File: src/rtl/mul_pkg.sv
// Shared types and defaults for the Booth multiplier front-end controller.
package mul_pkg;

    localparam int WIDTH_DEF           = 32;
    localparam int TAG_W_DEF           = 4;
    localparam int DONE_TO_PRODUCT_DEF = 1;
    localparam int TIMEOUT_DEF         = 64;

    typedef enum logic [2:0] {
        IDLE    = 3'd0,
        START   = 3'd1,
        BUSY    = 3'd2,
        CAPTURE = 3'd3,
        RESP    = 3'd4
    } ctrl_state_t;

    function automatic int timer_width(input int max_val);
        return (max_val < 2) ? 1 : $clog2(max_val + 1);
    endfunction

endpackage

File: src/rtl/mul_issue_ctrl_if.sv
// Request, datapath and response signals of the multiplier issue controller.
interface mul_issue_ctrl_if
    import mul_pkg::*;
#(
    parameter int WIDTH = WIDTH_DEF,
    parameter int TAG_W = TAG_W_DEF
) ();

    logic                 req_valid_i;
    logic                 req_ready_o;
    logic [WIDTH-1:0]     req_a_i;
    logic [WIDTH-1:0]     req_b_i;
    logic [TAG_W-1:0]     req_tag_i;

    logic                 mul_start_o;
    logic [WIDTH-1:0]     mul_a_o;
    logic [WIDTH-1:0]     mul_b_o;
    logic                 mul_done_i;
    logic [2*WIDTH-1:0]   mul_product_i;
    logic [WIDTH-1:0]     mul_rounded_i;

    logic                 resp_valid_o;
    logic                 resp_ready_i;
    logic [2*WIDTH-1:0]   resp_product_o;
    logic [WIDTH-1:0]     resp_rounded_o;
    logic [TAG_W-1:0]     resp_tag_o;
    logic                 resp_err_o;

    modport slave (
        input  req_valid_i, req_a_i, req_b_i, req_tag_i,
        input  mul_done_i, mul_product_i, mul_rounded_i,
        input  resp_ready_i,
        output req_ready_o, mul_start_o, mul_a_o, mul_b_o,
        output resp_valid_o, resp_product_o, resp_rounded_o, resp_tag_o, resp_err_o
    );

    modport master (
        output req_valid_i, req_a_i, req_b_i, req_tag_i,
        output mul_done_i, mul_product_i, mul_rounded_i,
        output resp_ready_i,
        input  req_ready_o, mul_start_o, mul_a_o, mul_b_o,
        input  resp_valid_o, resp_product_o, resp_rounded_o, resp_tag_o, resp_err_o
    );

endinterface

File: src/rtl/mul_cycle_timer.sv
// Loadable down-counter shared by the BUSY timeout and the CAPTURE delay.
module mul_cycle_timer #(
    parameter int CNT_W = 8
) (
    input  logic             clk,
    input  logic             rst,
    input  logic             load_i,
    input  logic [CNT_W-1:0] load_val_i,
    input  logic             en_i,
    output logic [CNT_W-1:0] value_o,
    output logic             expired_o
);

    logic [CNT_W-1:0] cnt_q, cnt_d;

    always_comb begin
        cnt_d = cnt_q;
        if (load_i) begin
            cnt_d = load_val_i;
        end else if (en_i && (cnt_q != '0)) begin
            cnt_d = cnt_q - 1'b1;
        end
    end

    always_ff @(posedge clk or posedge rst) begin
        if (rst) begin
            cnt_q <= '0;
        end else begin
            cnt_q <= cnt_d;
        end
    end

    assign value_o   = cnt_q;
    assign expired_o = (cnt_q == '0);

endmodule

File: src/rtl/mul_issue_ctrl.sv
// Issue/response controller wrapped around the Booth radix-16 multiplier datapath.
// state   | meaning
// IDLE    | ready for a request
// START   | one-cycle start pulse, arm timeout
// BUSY    | waiting for done or timeout
// CAPTURE | waiting DONE_TO_PRODUCT cycles, then latch product
// RESP    | response held until accepted
module mul_issue_ctrl
    import mul_pkg::*;
#(
    parameter int WIDTH           = WIDTH_DEF,
    parameter int TAG_W           = TAG_W_DEF,
    parameter int DONE_TO_PRODUCT = DONE_TO_PRODUCT_DEF,
    parameter int TIMEOUT         = TIMEOUT_DEF
) (
    input  logic              clk,
    input  logic              rst,
    mul_issue_ctrl_if.slave   bus,
    output logic              busy_o,
    output logic              spurious_done_o
);

    localparam logic [2:0] ST_IDLE    = IDLE;
    localparam logic [2:0] ST_START   = START;
    localparam logic [2:0] ST_BUSY    = BUSY;
    localparam logic [2:0] ST_CAPTURE = CAPTURE;
    localparam logic [2:0] ST_RESP    = RESP;

    localparam int               CNT_W    = timer_width(TIMEOUT + DONE_TO_PRODUCT);
    // Loaded in START so the timeout fires TIMEOUT cycles after the start pulse.
    localparam logic [CNT_W-1:0] TO_LOAD  = CNT_W'(TIMEOUT - 2);
    localparam logic [CNT_W-1:0] DLY_LOAD = CNT_W'(DONE_TO_PRODUCT);

    logic [2:0]         state_q, state_d;
    logic [WIDTH-1:0]   a_q, a_d, b_q, b_d;
    logic [TAG_W-1:0]   tag_q, tag_d;
    logic [2*WIDTH-1:0] prod_q, prod_d;
    logic [WIDTH-1:0]   rnd_q, rnd_d;
    logic               err_q, err_d;
    logic               spur_q, spur_d;

    logic               tmr_load, tmr_en, tmr_expired;
    logic [CNT_W-1:0]   tmr_load_val, tmr_value;

    mul_cycle_timer #(.CNT_W(CNT_W)) u_timer (
        .clk        (clk),
        .rst        (rst),
        .load_i     (tmr_load),
        .load_val_i (tmr_load_val),
        .en_i       (tmr_en),
        .value_o    (tmr_value),
        .expired_o  (tmr_expired)
    );

    always_comb begin
        state_d      = state_q;
        a_d          = a_q;
        b_d          = b_q;
        tag_d        = tag_q;
        prod_d       = prod_q;
        rnd_d        = rnd_q;
        err_d        = err_q;
        tmr_load     = 1'b0;
        tmr_load_val = '0;
        tmr_en       = 1'b0;
        spur_d       = spur_q | (bus.mul_done_i && (state_q != ST_BUSY));

        case (state_q)
            ST_IDLE: begin
                if (bus.req_valid_i) begin
                    a_d     = bus.req_a_i;
                    b_d     = bus.req_b_i;
                    tag_d   = bus.req_tag_i;
                    state_d = ST_START;
                end
            end
            ST_START: begin
                tmr_load     = 1'b1;
                tmr_load_val = TO_LOAD;
                state_d      = ST_BUSY;
            end
            ST_BUSY: begin
                tmr_en = 1'b1;
                if (bus.mul_done_i) begin
                    tmr_load     = 1'b1;
                    tmr_load_val = DLY_LOAD;
                    state_d      = ST_CAPTURE;
                end else if (tmr_expired) begin
                    prod_d  = '0;
                    rnd_d   = '0;
                    err_d   = 1'b1;
                    state_d = ST_RESP;
                end
            end
            ST_CAPTURE: begin
                tmr_en = 1'b1;
                if (tmr_value == '0) begin
                    prod_d  = bus.mul_product_i;
                    rnd_d   = bus.mul_rounded_i;
                    err_d   = 1'b0;
                    state_d = ST_RESP;
                end
            end
            ST_RESP: begin
                if (bus.resp_ready_i) begin
                    err_d   = 1'b0;
                    state_d = ST_IDLE;
                end
            end
            default: state_d = ST_IDLE;
        endcase
    end

    always_ff @(posedge clk or posedge rst) begin
        if (rst) begin
            state_q <= ST_IDLE;
            a_q     <= '0;
            b_q     <= '0;
            tag_q   <= '0;
            prod_q  <= '0;
            rnd_q   <= '0;
            err_q   <= 1'b0;
            spur_q  <= 1'b0;
        end else begin
            state_q <= state_d;
            a_q     <= a_d;
            b_q     <= b_d;
            tag_q   <= tag_d;
            prod_q  <= prod_d;
            rnd_q   <= rnd_d;
            err_q   <= err_d;
            spur_q  <= spur_d;
        end
    end

    assign bus.req_ready_o    = (state_q == ST_IDLE);
    assign bus.mul_start_o    = (state_q == ST_START);
    assign bus.mul_a_o        = a_q;
    assign bus.mul_b_o        = b_q;
    assign bus.resp_valid_o   = (state_q == ST_RESP);
    assign bus.resp_product_o = prod_q;
    assign bus.resp_rounded_o = rnd_q;
    assign bus.resp_tag_o     = tag_q;
    assign bus.resp_err_o     = err_q;
    assign busy_o             = (state_q != ST_IDLE);
    assign spurious_done_o    = spur_q;

endmodule

File: src/flat_wrapper.sv
// flat-port wrapper written by rule: the top's interface ports become plain ports
module mul_issue_ctrl_flat import mul_pkg::*;
#(
    parameter int WIDTH           = WIDTH_DEF,
    parameter int TAG_W           = TAG_W_DEF,
    parameter int DONE_TO_PRODUCT = DONE_TO_PRODUCT_DEF,
    parameter int TIMEOUT         = TIMEOUT_DEF
)
  (clk, rst, busy_o, spurious_done_o, bus_req_valid_i, bus_req_a_i, bus_req_b_i, bus_req_tag_i, bus_mul_done_i, bus_mul_product_i, bus_mul_rounded_i, bus_resp_ready_i, bus_req_ready_o, bus_mul_start_o, bus_mul_a_o, bus_mul_b_o, bus_resp_valid_o, bus_resp_product_o, bus_resp_rounded_o, bus_resp_tag_o, bus_resp_err_o);
  mul_issue_ctrl_if #(.WIDTH(WIDTH), .TAG_W(TAG_W)) bus_i ();
  input  logic clk;
  input  logic rst;
  output logic busy_o;
  output logic spurious_done_o;
  input wire logic [$bits(bus_i.req_valid_i)-1:0] bus_req_valid_i;
  input wire logic [$bits(bus_i.req_a_i)-1:0] bus_req_a_i;
  input wire logic [$bits(bus_i.req_b_i)-1:0] bus_req_b_i;
  input wire logic [$bits(bus_i.req_tag_i)-1:0] bus_req_tag_i;
  input wire logic [$bits(bus_i.mul_done_i)-1:0] bus_mul_done_i;
  input wire logic [$bits(bus_i.mul_product_i)-1:0] bus_mul_product_i;
  input wire logic [$bits(bus_i.mul_rounded_i)-1:0] bus_mul_rounded_i;
  input wire logic [$bits(bus_i.resp_ready_i)-1:0] bus_resp_ready_i;
  output wire logic [$bits(bus_i.req_ready_o)-1:0] bus_req_ready_o;
  output wire logic [$bits(bus_i.mul_start_o)-1:0] bus_mul_start_o;
  output wire logic [$bits(bus_i.mul_a_o)-1:0] bus_mul_a_o;
  output wire logic [$bits(bus_i.mul_b_o)-1:0] bus_mul_b_o;
  output wire logic [$bits(bus_i.resp_valid_o)-1:0] bus_resp_valid_o;
  output wire logic [$bits(bus_i.resp_product_o)-1:0] bus_resp_product_o;
  output wire logic [$bits(bus_i.resp_rounded_o)-1:0] bus_resp_rounded_o;
  output wire logic [$bits(bus_i.resp_tag_o)-1:0] bus_resp_tag_o;
  output wire logic [$bits(bus_i.resp_err_o)-1:0] bus_resp_err_o;
  assign bus_i.req_valid_i = bus_req_valid_i;
  assign bus_i.req_a_i = bus_req_a_i;
  assign bus_i.req_b_i = bus_req_b_i;
  assign bus_i.req_tag_i = bus_req_tag_i;
  assign bus_i.mul_done_i = bus_mul_done_i;
  assign bus_i.mul_product_i = bus_mul_product_i;
  assign bus_i.mul_rounded_i = bus_mul_rounded_i;
  assign bus_i.resp_ready_i = bus_resp_ready_i;
  assign bus_req_ready_o = bus_i.req_ready_o;
  assign bus_mul_start_o = bus_i.mul_start_o;
  assign bus_mul_a_o = bus_i.mul_a_o;
  assign bus_mul_b_o = bus_i.mul_b_o;
  assign bus_resp_valid_o = bus_i.resp_valid_o;
  assign bus_resp_product_o = bus_i.resp_product_o;
  assign bus_resp_rounded_o = bus_i.resp_rounded_o;
  assign bus_resp_tag_o = bus_i.resp_tag_o;
  assign bus_resp_err_o = bus_i.resp_err_o;
  mul_issue_ctrl #(.WIDTH(WIDTH), .TAG_W(TAG_W), .DONE_TO_PRODUCT(DONE_TO_PRODUCT), .TIMEOUT(TIMEOUT)) u_core (.clk(clk), .rst(rst), .bus(bus_i), .busy_o(busy_o), .spurious_done_o(spurious_done_o));
endmodule
File: config.mk
export PLATFORM = sky130hd
export DESIGN_NAME = mul_issue_ctrl_flat
export DESIGN_NICKNAME = d
export VERILOG_FILES = /design/src/rtl/mul_pkg.sv /design/src/rtl/mul_issue_ctrl_if.sv /design/src/rtl/mul_cycle_timer.sv /design/src/rtl/mul_issue_ctrl.sv /design/src/flat_wrapper.sv
export SDC_FILE = /design/constraint.sdc
export NUM_CORES = 1
export LEC_CHECK = 0
export ABC_CLOCK_PERIOD_IN_PS = 7800
export BUFFER_PORTS_ARGS = -buffer_cell sky130_fd_sc_hd__clkbuf_2
export CAP_MARGIN = 20
export CELL_PAD_IN_SITES_DETAIL_PLACEMENT = 1
export CELL_PAD_IN_SITES_GLOBAL_PLACEMENT = 2
export CORE_MARGIN = 3
export CORE_UTILIZATION = 29
export CTS_CLUSTER_DIAMETER = 30
export CTS_CLUSTER_SIZE = 14
export DETAILED_ROUTE_END_ITERATION = 10
export GPL_TIMING_DRIVEN = 0
export MAX_ROUTING_LAYER = met4
export PLACE_DENSITY_LB_ADDON = 0.1
export SYNTH_ARGS = -nofsm -noshare
export SYNTH_HDL_FRONTEND = slang
export SYNTH_SLANG_ARGS = --single-unit
File: constraint.sdc
create_clock -name clk -period 7.8 [get_ports clk]
set_input_delay 0.78 -clock clk [delete_from_list [all_inputs] [get_ports clk]]
set_output_delay 0.78 -clock clk [all_outputs]
set_load 0.01 [all_outputs]
# == After elaboration in Yosys (flattened, before gate mapping) ==
# Cells that the tools add are included.
# op_classes
bitwise_logic,1
muxes,25
n_eq_ne,10
reduce_logical,14
add_sub_neg,1
# op_table
cell,n
64-bit two-way mux,3
64-bit case mux with 2 select lines,1
32-bit two-way mux,3
32-bit case mux with 2 select lines,1
3-bit case mux with 5 select lines,1
7-bit two-way mux,2
7-bit case mux with 2 select lines,1
3-bit two-way mux,4
7-bit zero test,1
1-bit two-way mux,7
7-bit nonzero test,1
7-bit by 1-bit subtractor with 7-bit output (second input constant),1
3-bit by 2-bit == test with 1-bit output (second input constant),2
2-bit != test (second input constant),3
3-bit nonzero test,2
5-bit AND reduction,1
2-bit by 1-bit != test with 1-bit output (second input constant),2
2-bit AND reduction,2
4-bit AND reduction,1
2-bit nonzero test,2
3-bit by 1-bit == test with 1-bit output (second input constant),1
3-bit == test (second input constant),1
3-bit zero test,1
3-bit by 2-bit != test with 1-bit output (second input constant),1
other kinds (5),6
# word_totals
inputBits,169
register_bits,176
out_inout_bits,170

# == Depth between registers and ports, before layout ==
# logic_depth
word_depth,6
ltp_mapped,10
depth_no_buf,6

# == By module ==
# Synthesis repeated with hierarchy kept, for this count alone.
# unflattened
cells_unflattened,478
hier_area_um2,6939.2
# by_module_without_submodules
mod,area_per_inst_um2,seq_area_each_um2,cells_per_inst,instances
mul_issue_ctrl,6434.9,4229.1,420,1
mul_cycle_timer,504.2,175.2,58,1

# == Worst setup path before layout ==
# OpenSTA, ideal clock, no wires.
# synth_path
path_type,register to register
startpoint,register u_core.u_timer.cnt_q[0] (netlist: u_core.u_timer.value_o[0])
endpoint,register u_core.prod_q[3] (netlist: u_core.bus.resp_product_o[3])
path_buffers,4
t_arrival_ns,1.741
setup_time_ns,0.132
t_required_ns,7.668
stages_incl_launch_ff,11
setup_slack_ns,5.927
period_less_slack_ns,1.873
path_cell_list,dfrtp_1 > clkbuf_1 > inv_1 > ha_1 > nor4b_4 > nand4_2 > buf_2 > buf_6 > buf_6 > nand2_1 > o21ai_1
# synth_via
elab_chain_cells,3
# synth_lines
element,line,source
start: declaration,mul_cycle_timer.sv:14,"logic [CNT_W-1:0] cnt_q, cnt_d;"
start signal: assignment,mul_cycle_timer.sv:29,cnt_q <= cnt_d;
7-bit zero test *,"mul_cycle_timer.sv:34, mul_issue_ctrl.sv:97",
2-bit by 1-bit != test with 1-bit output (no line),-,
4-bit AND reduction (no line) *,-,
end signal: assignment,mul_issue_ctrl.sv:129,prod_q <= prod_d;
end: declaration,mul_issue_ctrl.sv:37,"logic [2*WIDTH-1:0] prod_q, prod_d;"
# Every way passes the cells marked *; elsewhere a longest branch is shown, timed or not.
# A chain may end at the register's enable or synchronous reset.

# == Worst setup path in the final report ==
# layout_path
startpoint,register u_core.state_q[2]
endpoint,output port bus_resp_valid_o
# layout_via
elab_chain_cells,1
# layout_lines
element,line,source
start: declaration,mul_issue_ctrl.sv:34,"logic [2:0] state_q, state_d;"
start signal: assignment,mul_issue_ctrl.sv:125,state_q <= state_d;
3-bit == test,mul_issue_ctrl.sv:140,assign bus.resp_valid_o = (state_q == ST_RESP);
end: declaration,flat_wrapper.sv:27,output wire logic [$bits(bus_i.resp_valid_o)-1:0] bus_resp_valid_o;
# Every way passes these cells.

==> qor.txt <==
status: completed
Worst Setup Path Type: flip-flop to primary output
WP data arrival: 1.80 ns
nets: 1178
Slew Limit Fails: 0
Hold WC Path Type: input pin to async pin
setup TNS: 0 ns
crit-path leading delay family: buffers and inverters
Final Non-Filler Cells: 1340
htree depth: 4
design area: 9800 um2
Avg Cell Area, Syn: 10.9 um2
count of buffers from port buffering: 338
vias in the first global route: 6178
flops & latches, synth: 176
Slew HR: 0.560
Worst Tran Pin Value: 0.660 ns
placed cell count: 1307
Final Hold Vio Count: 0
Syn-to-layout area delta: 38.4%
CTS resizes: 0
CTS Hold Buffers Added: 0
first-pass GRT wire length: 35700 um
dominant cells by area after synthesis: dfrtp_1 62%, mux2_2 11%, nand2_1 10%
Syn Std Cell Area: 7080 um2
DP HPWL: 18200 um
Root Driver: clkbuf_16
r2r startpoint: u_core.u_timer.value_o[0]
Routability Congestion: 0.745
Max-Cap Viols: 0
CTS tree: done
Worst setup SP type: flip-flop
PD cells: 406 nW/um2
CP endpoint: bus_resp_valid_o
CP cell instances: clkbuf_1, inv_1, nor3_1, clkbuf_2
RSZ-0062 raised after global routing: no
Critical Path Slowest Stage Cell: clkbuf_1
Final Critical Period: 2.58 ns
number of synthesized flops with an enable pin: 0
Logic pwr share: 0.399
Worst-path clk slew: 0.07 ns
drt first-iter violations: 181
Worst Path Max Fanout: 10
# setup viols final: 0
Synth Instances: 649
largest net degree at the start of global routing: 120
Routed Antenna Nets: 0
total chip power: 3.98 mW
Setup Buffers After CTS: 0
layout cell share with drive strength beyond 1: 0.464
Crit. Startpoint: u_core.state_q[2]
CP endpoint kind: primary output
R2R depth: 8
overall die height: 162 um
Buf/Inv on CP: 3
dominant synthesized flop cell: dfrtp_1
DRC viols: 0
Worst-Skew Late Latency: 0.43 ns
Leakage: 4.98 nW
grt ovf: 0
CP required: 7.02 ns
Int Power: 2.45 mW
clk buf depth: 2
P_sw: 1.53 mW
initial antenna violation count: 1
Area after DPL: 9210 um2
most common cell in the netlist: nand2_1
clk_skew: 0.0101 ns
CTS buffer count: 17
Rows: 56
number of vias per cell: 4.44
fraction of registers with async set/reset: 1.00
peak supply drop: 0.124 mV
final wirelength: 23500 um
Worst path depth: 4
slack of the worst reg-to-reg path: 5.52 ns
final critical-path share of the clock period: 0.330
Sequential Power Share: 0.383
DIE AREA: 26300 um2
drt pass-1 iters: 4
initial core utilization: 0.298
Synthesized Nets: 820
synth cell count leaders: 196 x nand2_1, 176 x dfrtp_1, 69 x o21ai_1
via count: 5954
Core Area: 23800 um2
CP peak stage delay: 0.40 ns
Die Width: 162 um
# IOs: 339
Max Freq: 0.388 GHz
Synth area leader: dfrtp_1
Crit Reg-Reg Endpoint: u_core.bus.resp_product_o[22]
Seq/Total Area, Yosys: 0.622
WL/cell: 17.5 um
Yosys warning total: 0
clk sinks: 176
clock network power share: 0.218
Synth top area share: 0.622
synth unique cells: 35
total track usage: 0.181
Sw Share: 0.384
==> routing by layer <==
| metal | GRT usage | up-vias | share of wire |
|---|---|---|---|
| met3 | 0.0640 | 30 | 0.088 |
| met5 | - | - | 0 |
| met2 | 0.295 | 227 | 0.47 |
| li1 | - | 2871 | - |
| met4 | 0.0589 | 0 | 0.021 |
| met1 | 0.210 | 2826 | 0.42 |
==> area by class of cell <==
cell class | instances | area (um2)
Timing Repair Buffer | 339 | 1720
Multi-Input combinational cell | 421 | 2390
Fill cell | 2834 | 14000
Buffer | 44 | 259
Antenna cell | 1 | 2.50
Clock inverter | 13 | 150
Tap cell | 319 | 399
Inverter | 8 | 37.5
Clock buffer | 19 | 443
Sequential cell | 176 | 4400
==> state kept, by name, indices dropped and copies added, names as in the netlist <==
register and flops:
u_core.bus.resp_product_o 64, u_core.bus.resp_err_o 1, u_core.state_q 3, u_core.spurious_done_o 1, u_core.bus.mul_a_o 32, u_core.u_timer.value_o 7
u_core.bus.mul_b_o 32, u_core.bus.resp_tag_o 4, u_core.bus.resp_rounded_o 32
==> power groups by stage <==
stage          clock (mW)  sequential (mW)  combinational (mW)
3_3_place_gp            0             1.53                1.62
6_report            0.868             1.52                1.59
5_1_grt             0.943             1.58                1.77
3_5_place_dp            0             1.55                1.64
2_1_floorplan           0             1.71               0.724
4_1_cts             0.902             1.53                1.64
==> worst min-delay path by stage <==
stage                                     endpoint              startpoint  depth (start not counted)
after floorplan             u_core.spurious_done_o  u_core.spurious_done_o                          1
after CTS                 u_core.bus.resp_tag_o[2]                     rst                          2
after global placement      u_core.spurious_done_o  u_core.spurious_done_o                          1
after global routing      u_core.bus.resp_tag_o[2]                     rst                          2
after detailed placement    u_core.spurious_done_o  u_core.spurious_done_o                          1
final                     u_core.bus.resp_tag_o[2]                     rst                          2
==> cell families after synthesis <==
logic type | share of synthesized area
xor gates and xnor gates | 0.00124
buffers and inverters | 0.0408
muxes | 0.111
DFF | 0.622
and+or+nand+nor | 0.131
adders and majority gates | 0.00353
AOI/OAI and AO/OA | 0.0905
==> cells in the final DEF, fill, tap and decap left out, drive strengths merged, types with 2 or more instances in the layout <==
master      n
ha          2
mux2i       2
a22o        3
clkinv      4
clkbuf    372
clkinvlp    2
nor2       11
dfrtp     176
o41ai       2
buf        30
nor3        4
a31oi       2
o21ai     105
and2        2
nand2b      5
a21oi       5
mux2       68
inv        14
nand2     197
==> through the flow <==
| stage | utilization | setup slack [ns] | hold WS, ns |
|---|---|---|---|
| CTS | 0.413 | 5.16 | 0.368 |
| global route | 0.413 | 5.08 | 0.390 |
| global placement | 0.386 | -0.345 | 0.452 |
| detailed placement | 0.388 | 5.47 | 0.457 |
| finish | 0.413 | 5.22 | 0.372 |
| floorplan | - | 2.25 | 0.504 |
Note: power is estimated with default switching activity, not from simulation.
